<file path="src/rtl/rgb_info_uart_tx.sv">
// ---------------------------------------------------------------------------
// rgb_info_uart_tx
//   UART transmitter for the byte stream of the RGB info protocol engine.
//   Each accepted byte is sent LSB first as 8N1 on txd. If the macro
//   UART_TX_PARITY_EN is defined, an even parity bit is inserted before the
//   stop bit (8E1).
//
//   Handshake: the engine holds dataTxStart high until it sees dataTxActive.
//   It issues the next byte only when dataTxActive and dataTxDone are both
//   low.
//
// Parameters
//   CLKFreq   clock frequency in Hz (real)
//   BaudRate  line rate in bit/s
//
// Ports
//   clk           system clock, all logic on posedge
//   resetn        synchronous reset, active low
//   dataToTx      byte to send, sampled only when a frame is accepted
//   dataTxStart   transmit request (level), sampled only in IDLE
//   dataTxActive  high while a frame is in progress
//   dataTxDone    one-cycle pulse at the end of the stop bit
//   txd           serial line, idles at 1 (mark)
// ---------------------------------------------------------------------------
module rgb_info_uart_tx #(
   parameter real CLKFreq  = 27000000.0,
   parameter int  BaudRate = 115200
) (
   input  logic       clk,
   input  logic       resetn,
   input  logic [7:0] dataToTx,
   input  logic       dataTxStart,
   output logic       dataTxActive,
   output logic       dataTxDone,
   output logic       txd
);

   // Nearest whole number of clocks per bit.
   localparam int CYCLES_PER_BIT = $rtoi(CLKFreq / BaudRate + 0.5);
   localparam int BITS_BaudCnt   = $clog2(CYCLES_PER_BIT);
   localparam logic [BITS_BaudCnt-1:0] BAUD_LAST = BITS_BaudCnt'(CYCLES_PER_BIT - 1);

   if (CYCLES_PER_BIT < 2) begin : g_bad_baud
      $error("rgb_info_uart_tx: CLKFreq/BaudRate must give at least 2 clocks per bit");
   end

   localparam logic [2:0] IDLE   = 3'd0;
   localparam logic [2:0] START  = 3'd1;
   localparam logic [2:0] DATA   = 3'd2;
`ifdef UART_TX_PARITY_EN
   localparam logic [2:0] PARITY = 3'd3;
`endif
   localparam logic [2:0] STOP   = 3'd4;

   logic [2:0]              state;
   logic [BITS_BaudCnt-1:0] baud_cnt;
   logic [2:0]              bit_idx;
   logic [7:0]              shreg;
   logic                    bit_end;
`ifdef UART_TX_PARITY_EN
   logic                    par_bit;
`endif

   assign bit_end = (baud_cnt == BAUD_LAST);

   // NOTE: all state is updated with non-blocking assignments so every
   // register sees the values from before the edge, regardless of the order
   // of the statements below.
   always_ff @(posedge clk) begin
      // NOTE: reset is synchronous and also clears the datapath registers
      // (shift register, counters), so a post-reset frame never depends on
      // leftovers from an aborted one.
      if (!resetn) begin
         state        <= IDLE;
         baud_cnt     <= '0;
         bit_idx      <= '0;
         shreg        <= '0;
         txd          <= 1'b1;
         dataTxActive <= 1'b0;
         dataTxDone   <= 1'b0;
`ifdef UART_TX_PARITY_EN
         par_bit      <= 1'b0;
`endif
      end else begin
         dataTxDone <= 1'b0;

         // Free-running bit timer while a frame is in progress.
         if (state != IDLE) begin
            baud_cnt <= bit_end ? '0 : baud_cnt + 1'b1;
         end

         case (state)
            IDLE: begin
               txd          <= 1'b1;
               dataTxActive <= 1'b0;
               if (dataTxStart) begin
                  shreg        <= dataToTx;
                  txd          <= 1'b0;
                  dataTxActive <= 1'b1;
                  baud_cnt     <= '0;
                  bit_idx      <= '0;
                  state        <= START;
`ifdef UART_TX_PARITY_EN
                  par_bit      <= ^dataToTx;
`endif
               end
            end

            START: begin
               if (bit_end) begin
                  txd     <= shreg[0];
                  bit_idx <= '0;
                  state   <= DATA;
               end
            end

            DATA: begin
               if (bit_end) begin
                  if (bit_idx == 3'd7) begin
`ifdef UART_TX_PARITY_EN
                     txd   <= par_bit;
                     state <= PARITY;
`else
                     txd   <= 1'b1;
                     state <= STOP;
`endif
                  end else begin
                     // The next bit to send is the one moving into bit 0.
                     shreg   <= {1'b0, shreg[7:1]};
                     txd     <= shreg[1];
                     bit_idx <= bit_idx + 3'd1;
                  end
               end
            end

`ifdef UART_TX_PARITY_EN
            PARITY: begin
               if (bit_end) begin
                  txd   <= 1'b1;
                  state <= STOP;
               end
            end
`endif

            STOP: begin
               if (bit_end) begin
                  dataTxActive <= 1'b0;
                  dataTxDone   <= 1'b1;
                  state        <= IDLE;
               end
            end

            default: begin
               txd          <= 1'b1;
               dataTxActive <= 1'b0;
               state        <= IDLE;
            end
         endcase
      end
   end

endmodule

</file>
<file path="config.mk">
export PLATFORM = sky130hd
export DESIGN_NAME = rgb_info_uart_tx
export DESIGN_NICKNAME = d
export VERILOG_FILES = /design/src/rtl/rgb_info_uart_tx.sv
export SDC_FILE = /design/constraint.sdc
export NUM_CORES = 1
export LEC_CHECK = 0
export CAP_MARGIN = 25
export CORE_ASPECT_RATIO = 0.6
export CORE_UTILIZATION = 50
export CTS_CLUSTER_DIAMETER = 50
export DETAILED_ROUTE_END_ITERATION = 7
export HOLD_SLACK_MARGIN = 0.15
export PLACE_DENSITY = 0.72
export SLEW_MARGIN = 20
export SYNTH_ARGS = -nofsm -noshare
export SYNTH_HDL_FRONTEND = slang
export SYNTH_SLANG_ARGS = --single-unit
export TNS_END_PERCENT = 100
</file>
<file path="constraint.sdc">
create_clock -name clk -period 2.5 [get_ports clk]
set_input_delay 0.25 -clock clk [delete_from_list [all_inputs] [get_ports clk]]
set_output_delay 0.25 -clock clk [all_outputs]
set_load 0.1 [all_outputs]
</file>
# Word level (Yosys, flattened, before mapping)
# Cells that the tools add are included.
# word_totals
memories,0
in_bits,11
latch_bits,0
reg_bits,25
ramBits,0
mem_bits_ro,0
# op_classes
n_div,0
n_addsub,2
muxes,27
n_mul,0
bitwise,2
eq_ne,11
n_shift,0
n_reduce_logical,11
magnitude_cmp,0
# ops
op,n
$mux 8,7
$mux 3,8
$pmux 8 s2,1
$ne 2x2->1 const B,6
$pmux 3 s4,1
$reduce_and 5->1,2
$pmux 3 s3,1
$add 8x1->8 const B,1
$eq 8x8->1 const B,1
$mux 1,7
$eq 3x3->1 const B,2
$reduce_bool 3->1,2
$pmux 1 s4,1
$reduce_and 2->1,2
$reduce_and 4->1,1
$add 3x1->3 const B,1
$eq 3x1->1 const B,1
$eq 3x2->1 const B,1
$logic_not 3->1,1
$pmux 1 s3,1
$reduce_and 3->1,1
$not 1->1,2
$reduce_bool 2->1,1
$reduce_or 2->1,1

# Logic depth before layout (Yosys ltp)
# Gate-level depths: netlist of the first run.
# logic_depth
word_depth,5
depth_mapped,7
depth_no_buf,6

# Worst setup path after synthesis of the first run
# No wires, ideal clock.
# synth_timing
path_kind,register to register
start,reg bit_idx[0]
end,reg shreg[2]
path_buffers,1
synth_period_minus_slack_ns,1.938
path_stages_with_launch,8
setup_time_ns,0.079
path_slack_ns,0.562
arrival_ns,1.859
cell_sequence,dfxtp_1 -> ha_1 -> ha_1 -> or4b_4 -> o31ai_4 -> buf_6 -> nor2_2 -> a211oi_2
# synth_via
elab_chain_cells,3
# synth_lines
element,line_no,source
start: declaration,57,logic [2:0] bit_idx;
start signal: assignment,131,bit_idx <= bit_idx + 3'd1;
$eq 3x3->1,119,if (bit_idx == 3'd7) begin
$ne 2x2->1 (no source line),-,
$reduce_and 4->1 (no source line),-,
end signal: assignment,97,shreg <= dataToTx;
end signal: assignment,129,"shreg <= {1'b0, shreg[7:1]};"
end: declaration,58,logic [7:0] shreg;
# No other way between the ends.
# A chain may end at the register's enable or synchronous reset.

# Worst setup path in the final report of the first run
# layout_timing
start,reg bit_idx[0]
end,reg shreg[4]
# Same word-level chain as after synthesis.

==> qor_table.md, run 1 <==
| Stage | Item | Reported |
| --- | --- | --- |
| placed design | DP Worst Slack | 0.261 ns |
| placed design | Detailed-placement wirelength estimate | 2090 um |
| clock network | Worst-Skew Late Latency | 0.27 ns |
| timing | Period utilisation layout | 0.916 |
| global route | Leftover overflow at the end of global routing | 0 |
| detailed routing | Remaining antenna violation count after routing | 0 |
| critical path | Data required time of the worst path | 2.68 ns |
| layout | Area of combinational cells with multiple inputs | 801 sq um |
| floorplan | Vertical die dimension | 42.5 um |
| detailed routing | Top Layer Used | met4 |
| detailed routing | Wire length per cell after detailed routing | 14.5 um |
| timing | FMAX | 0.437 GHz |
| placed design | Buffers added on ports | 13 |
| logic synthesis | Area of the mapped netlist | 0.00137 sq mm |
| layout | Area added between synthesis and finish | 14.2% |
| timing | Worst Skew | 0.00134 ns |
| logic synthesis | Synthesized Nets | 173 |
| layout | Area used by sequential logic in the layout | 500 sq um |
| detailed routing | Routed via count divided by cell count | 5.90 |
| floorplan | Placement Rows | 14 |
| critical path | Number of cell instances on the worst register-to-register path | 6 |
| hold path | Launch point of the worst hold path | bit_idx[1] |
| critical path | Critical path class | reg -> reg |
| clock network | CTS buffer count | 3 |
| placed design | Cell total after placement | 198 |
| global route | Antenna violations before repair | 0 |
| detailed routing | Total detailed-routing wirelength | 2920 um |
| timing | Hold_ws | 0.471 ns |
| hold path | Hold EP | bit_idx[1] |
| critical path | CP Capture Type | flip-flop |
| power and ir drop | Worst IR Drop VDD | 0.286 mV |
| timing | PnR worst setup slack | 0.210 ns |
| hold path | Tightest Hold Check Type | reg -> reg |
| power and ir drop | Power Dens Cells | 502 mW/mm^2 |
| timing | Setup violations, final | 0 |
| floorplan | Number of I/O pins | 14 |
| logic synthesis | Share of synthesized area occupied by flip-flops and latches | 0.365 |
| placed design | Weighted congestion at the end of routability-driven global placement | 0.810 |
| floorplan | Die footprint | 0.00296 sq mm |
| layout | Layout Utilization | 0.612 |
| detailed routing | Met1 Routed Length | 1430 um |
| clock network | Maximum count of clock buffers along a single path | 2 |
| timing | Number of slew-limit violations in the final report | 0 |
| logic synthesis | Warnings, synthesis | 0 |
| timing | Transition at the pin with the smallest max-transition slack | 0.644 ns |
| floorplan | Horizontal die dimension | 69.6 um |
| clock network | TritonCTS clock tree | yes |
| global route | Via count of the first global-routing pass | 1094 |
| layout | Ratio of cells with drive above 1 in the final layout | 0.129 |
| clock network | Hold buffer count at CTS | 0 |
| layout | Post-layout instance area | 0.00157 sq mm |
| logic synthesis | Unique masters post-synth | 42 |
| clock network | Clock transition at the registers of the reported paths | 0.08 ns |
| global route | Wire length of the first global-routing pass | 5180 um |
| timing | Slew margin rel. | 0.570 |
| layout | Antenna cell count | 0 |
| outcome | Result of the run | complete, no violations |
| clock network | Number of H-tree branching levels | 1 |
| detailed routing | WL met3 | 171 um |
| hold path | Depth of the worst hold-timing path | 2 |
| timing | Setup repair after global routing missed its margin | no |
| detailed routing | Number of DRC violations after detailed routing | 0 |
| global route | Total routing resource utilization after global routing | 0.226 |
| clock network | Resize count post-CTS | 0 |
| critical path | Peak fanout along the critical path | 16 |
| run | Number of max-cap violations | 0 |
| critical path | Start of the worst register-to-register path | bit_idx[0] |
| layout | Finished Layout Cells | 202 |
| timing | Number of endpoints with negative hold slack in the final report | 0 |
| detailed routing | First-pass DRT Iterations | 4 |
| clock network | Clock root buffer master | sky130_fd_sc_hd__clkbuf_8 |
| layout | Filler cells | 229 |
| floorplan | Core outline area | 0.00256 sq mm |
| power and ir drop | Leakage power total | 0.553 nW |
| critical path | End of the worst register-to-register path | shreg[4] |
| critical path | Flop2flop setup slack | 0.21 ns |
| timing | Sum Neg Setup Slack | 0 ns |
| critical path | Critical path data arrival time | 2.47 ns |
| detailed routing | Iteration-0 DRC Markers | 98 |
| global route | Largest net degree at the start of global routing | 19 |
| timing | Final worst path period need | 2.29 ns |
| placed design | Placed Area | 0.00152 sq mm |
| logic synthesis | Post-synthesis average cell area | 8.67 sq um |
| layout | Fin nets | 186 |
| power and ir drop | Power consumption | 785 uW |
| detailed routing | Wire length on met2 | 1300 um |
| critical path | Crit path launch type | flip-flop |
| clock network | Number of clock sinks seen by CTS | 25 |
| logic synthesis | Post-synthesis cell count | 158 |
| clock network | Post-CTS setup-driven buffer insertion count | 0 |
| floorplan | Starting density of the core | 0.536 |
| logic synthesis | Synthesized flop and latch total | 25 |
| detailed routing | Number of vias in the routed layout | 1191 |
## how the worst max path moves through the flow
stage	slack (ns)	from	to
final	0.21	bit_idx[0]	shreg[4]
after global routing	0.02	bit_idx[0]	shreg[6]
after CTS	0.24	bit_idx[0]	shreg[4]
after detailed placement	0.26	bit_idx[0]	shreg[4]
after global placement	0.38	bit_idx[0]	shreg[5]
after floorplan	0.56	bit_idx[0]	shreg[2]
## kinds of logic (layout without fill, tap and decap cells)
kind of cell / after synthesis / count (layout) / share of synthesized area
AOI/OAI and AO/OA: 37 / 37 / 0.193
xor gates and xnor gates: 2 / 2 / 0.0128
adders and majority gates: 4 / 4 / 0.0365
buffers and inverters: 14 / 26 / 0.0539
DFF: 25 / 25 / 0.365
muxes: 12 / 12 / 0.0886
and+or+nand+nor: 64 / 64 / 0.250
## sequential cells by signal (all words and copies together) (netlist names)
name / cells
dataTxActive: 1
shreg: 8
state: 3
txd: 1
dataTxDone: 1
bit_idx: 3
baud_cnt: 8
## report_power, final
part / switching, mW / leakage, nW / internal [mW] / total (mW)
Sequential: 0.00999 / 0.204 / 0.414 / 0.424
Clock: 0.126 / 0.0228 / 0.114 / 0.240
Combinational: 0.0730 / 0.326 / 0.0488 / 0.122
Total: 0.209 / 0.553 / 0.577 / 0.785
## worst max-delay path: stages (launching register included)
cell and delay [ns]:
sky130_fd_sc_hd__dfxtp_1 0.33, sky130_fd_sc_hd__ha_1 0.20, sky130_fd_sc_hd__ha_1 0.24, sky130_fd_sc_hd__or4b_4 0.53, sky130_fd_sc_hd__o31ai_4 0.55, sky130_fd_sc_hd__nor2_1 0.08
sky130_fd_sc_hd__a211oi_1 0.26
## cells in the mapped netlist, drive strengths merged
library cell	instances	area, sq um
or3b	2	17.5
nand3	8	40.0
nand2b	2	12.5
a21oi	9	45.0
and4	1	8.76
a311oi	2	17.5
inv	3	11.3
ha	4	50.1
nand4b	3	26.3
buf	6	43.8
mux2	1	11.3
dfxtp	25	500
o21bai	1	7.51
o21a	2	15.0
o31ai	1	21.3
nor3	4	20.0
o221ai	1	8.76
nand2	14	52.6
nor4	1	6.26
or3	1	6.26
o21ai	6	30.0
a21bo	1	10.0
xnor2	2	17.5
nand3b	2	15.0
nor3b	1	7.51
or4	2	15.0
o211ai	2	15.0
a211oi	9	72.6
mux2i	11	110
nor2b	2	12.5
nor2	17	66.3
a31oi	2	12.5
clkbuf	5	18.8
or4b	2	23.8
a31o	1	8.76
and3	2	12.5
## layout by cell type (no fill, tap or decap), types with 6 or more instances in the layout
master,Yosys,routed
sky130_fd_sc_hd__a211oi_1,8,8
sky130_fd_sc_hd__nand3_1,8,8
sky130_fd_sc_hd__a21oi_1,9,9
sky130_fd_sc_hd__buf_4,1,9
sky130_fd_sc_hd__o21ai_0,6,6
sky130_fd_sc_hd__dfxtp_1,25,25
sky130_fd_sc_hd__nand2_1,14,14
sky130_fd_sc_hd__nor2_1,16,16
sky130_fd_sc_hd__clkdlybuf4s50_1,0,10
sky130_fd_sc_hd__mux2i_1,11,11
## final cells by class
class / count / share of cell area
clock buffer: 4 / 0.0288
inverter: 3 / 0.00719
multi-input combinational: 119 / 0.512
sequential: 25 / 0.320
tap: 32 / 0.0256
timing repair buffer: 19 / 0.107
## routing by layer
layer,vias to the layer above,GRT usage
li1,604,-
met4,0,0.0367
met1,549,0.313
met2,36,0.359
met3,2,0.0601
met5,-,0
(Power assumes the default switching activity.)
==> run 2, diff against run 1 <==
Settings changed: GPL_TIMING_DRIVEN set to 0.
==> run 2 against run 1 <==
Compared with the run above: first-iteration DRC count decreased by 11%; die area unchanged; utilization increased by 0.78 points; clock skew increased by 0.0026 ns; critical path type unchanged; largest cell class unchanged; largest power group unchanged.
==> qor_table.md, run 2 (same netlist as run 1, synthesis figures left out) <==
| Stage | Item | Reported |
| --- | --- | --- |
| timing | Hold_ws | 0.472 ns |
| power and ir drop | Power Dens Cells | 499 mW/mm^2 |
| placed design | Cell total after placement | 203 |
| layout | Area added between synthesis and finish | 15.7% |
| floorplan | Placement Rows | 14 |
| hold path | Launch point of the worst hold path | bit_idx[2] |
| floorplan | Horizontal die dimension | 69.6 um |
| critical path | Critical path's largest stage delay | 0.52 ns |
| critical path | Slowest cell on crit path | sky130_fd_sc_hd__or4b_4 |
| critical path | CP Capture Type | flip-flop |
| detailed routing | Wire length per cell after detailed routing | 14.8 um |
| critical path | Origin of the worst setup path | bit_idx[0] |
| power and ir drop | Power consumption | 791 uW |
| clock network | Worst-Skew Late Latency | 0.27 ns |
| layout | Fin nets | 191 |
| detailed routing | First-pass DRT Iterations | 4 |
| critical path | Cells traversed along the worst timing path | ha_1 > ha_1 > or4b_4 > o31ai_4 > buf_6 > nor2_2 > a211oi_2 |
| outcome | Result of the run | complete, no violations |
| power and ir drop | Leakage power total | 0.551 nW |
| placed design | Weighted congestion at the end of routability-driven global placement | 0.887 |
| detailed routing | Total detailed-routing wirelength | 3060 um |
| critical path | Critical path data arrival time | 2.36 ns |
| hold path | Tightest Hold Check Type | reg -> reg |
| clock network | Clock root buffer master | sky130_fd_sc_hd__clkbuf_8 |
| placed design | Buffers added on ports | 13 |
| timing | Transition at the pin with the smallest max-transition slack | 0.965 ns |
| critical path | Start of the worst register-to-register path | bit_idx[0] |
| detailed routing | Routed via count divided by cell count | 5.80 |
| layout | Finished Layout Cells | 207 |
| clock network | TritonCTS clock tree | yes |
| global route | Wire length of the first global-routing pass | 5200 um |
| layout | Area used by sequential logic in the layout | 500 sq um |
| timing | Period utilisation layout | 0.867 |
| layout | Top Registers | baud_cnt (8), shreg (8) |
| global route | Via count of the first global-routing pass | 1102 |
| power and ir drop | Worst IR Drop VDD | 0.271 mV |
| timing | Slew margin rel. | 0.354 |
| layout | Ratio of cells with drive above 1 in the final layout | 0.0971 |
| critical path | End of the worst register-to-register path | shreg[2] |
| floorplan | Die footprint | 0.00296 sq mm |
| layout | Filler cells | 220 |
| layout | Area of combinational cells with multiple inputs | 796 sq um |
| power and ir drop | Clk pwr share | 0.304 |
| power and ir drop | Net switching fraction of the power | 0.267 |
| hold path | Depth of the worst hold-timing path | 2 |
| clock network | Hold buffer count at CTS | 0 |
| clock network | Number of H-tree branching levels | 1 |
| global route | Total routing resource utilization after global routing | 0.230 |
| hold path | Hold EP | bit_idx[2] |
| power and ir drop | Combinational share of power | 0.161 |
| floorplan | Number of I/O pins | 14 |
| clock network | Maximum count of clock buffers along a single path | 2 |
| critical path | Number of cell instances on the worst register-to-register path | 7 |
| global route | Antenna violations before repair | 0 |
| floorplan | Starting density of the core | 0.536 |
| critical path | Most used cell, CP | sky130_fd_sc_hd__ha_1 |
| layout | Commonest cells after routing, fill and taps aside | 25 x sky130_fd_sc_hd__dfxtp_1, 16 x sky130_fd_sc_hd__nor2_1, 14 x sky130_fd_sc_hd__nand2_1 |
| run | Number of max-cap violations | 0 |
| timing | Sum Neg Setup Slack | 0 ns |
| timing | Number of slew-limit violations in the final report | 0 |
| critical path | Crit path launch type | flip-flop |
| critical path | Peak fanout along the critical path | 10 |
| timing | Final worst path period need | 2.17 ns |
| power and ir drop | Cell internal pwr | 580 uW |
| timing | Number of endpoints with negative hold slack in the final report | 0 |
| detailed routing | Remaining antenna violation count after routing | 0 |
| clock network | Clock transition at the registers of the reported paths | 0.09 ns |
| power and ir drop | Relative contribution of sequential cells to total power | 0.535 |
| floorplan | Vertical die dimension | 42.5 um |
| layout | Layout Utilization | 0.620 |
| layout | Most common library cell in the layout ignoring fill and taps | sky130_fd_sc_hd__dfxtp_1 |
| detailed routing | Iteration-0 DRC Markers | 87 |
| detailed routing | Number of vias in the routed layout | 1201 |
| timing | Worst Skew | 0.00399 ns |
| clock network | Post-CTS setup-driven buffer insertion count | 0 |
| critical path | Data required time of the worst path | 2.70 ns |
| critical path | Flop2flop setup slack | 0.33 ns |
| clock network | CTS buffer count | 3 |
| layout | Antenna cell count | 0 |
| timing | FMAX | 0.461 GHz |
| placed design | Detailed-placement wirelength estimate | 2230 um |
| detailed routing | Number of DRC violations after detailed routing | 0 |
| global route | Leftover overflow at the end of global routing | 0 |
| power and ir drop | Sw power | 211 uW |
| floorplan | Core outline area | 0.00256 sq mm |
| clock network | Resize count post-CTS | 0 |
| global route | Largest net degree at the start of global routing | 14 |
| timing | Setup repair after global routing missed its margin | no |
| critical path | Critical path class | reg -> reg |
| clock network | Number of clock sinks seen by CTS | 25 |
| timing | Setup violations, final | 0 |
-- run 2: changes by cell type in the layout (fill, tap and decap cells not counted) --
cell / change
sky130_fd_sc_hd__buf_4: -8
sky130_fd_sc_hd__clkbuf_1: +5
sky130_fd_sc_hd__clkdlybuf4s50_1: +3
sky130_fd_sc_hd__buf_2: +2
sky130_fd_sc_hd__buf_6: +2
sky130_fd_sc_hd__buf_1: +1
sky130_fd_sc_hd__nor3b_1: +1
sky130_fd_sc_hd__nor3b_2: -1
-- run 2: critical path: cells and delay by family, from the launching register on --
family / cells / cell delay [ns]
AND/OR/NAND/NOR: 2 / 0.56
AO/OA/AOI/OAI: 2 / 0.52
adder cells (fa/ha/maj): 2 / 0.46
flip-flops: 1 / 0.34
buffers and inverters: 1 / 0.21
-- run 2: metrics by stage --
stage,worst slack (ns),area [sq um]
CTS,0.322,1590
global route,0.194,1590
detailed placement,0.355,1540
floorplan,0.562,1370
global placement,0.387,1540
finish,0.333,1590
-- run 2: power by group through the flow --
stage                     registers (mW)  logic, mW  clock network, mW
after detailed placement           0.433      0.126                  0
after global placement             0.432      0.124                  0
after floorplan                    0.451     0.0669                  0
after global routing               0.426      0.138              0.265
final                              0.423      0.127              0.240
after CTS                          0.423      0.127              0.249
-- run 2: layout make-up --
type,instances,area share
flip-flops and latches,25,0.316
repair buffers,13,0.0821
clock buffers,4,0.0284
inverters,3,0.00710
multi-input cells,119,0.502
plain buffers,11,0.0395
well taps,32,0.0253
-- run 2: worst max-delay path by stage --
stage,endpoint,slack (ns),cells after the start
floorplan,shreg[2],0.56,7
global placement,shreg[2],0.39,7
detailed placement,shreg[2],0.35,7
CTS,shreg[2],0.32,7
global route,shreg[2],0.19,7
finish,shreg[2],0.33,7
-- run 2: routing by layer --
layer  part of all wire  track usage  vias to the layer above  wire length (um)
met5                  0            0                        -                 0
met4             0.0039       0.0571                        0                12
met3              0.063       0.0673                        2               192
met2               0.43        0.355                       40              1330
met1               0.50        0.317                      550              1520
li1                   -            -                      609                 -
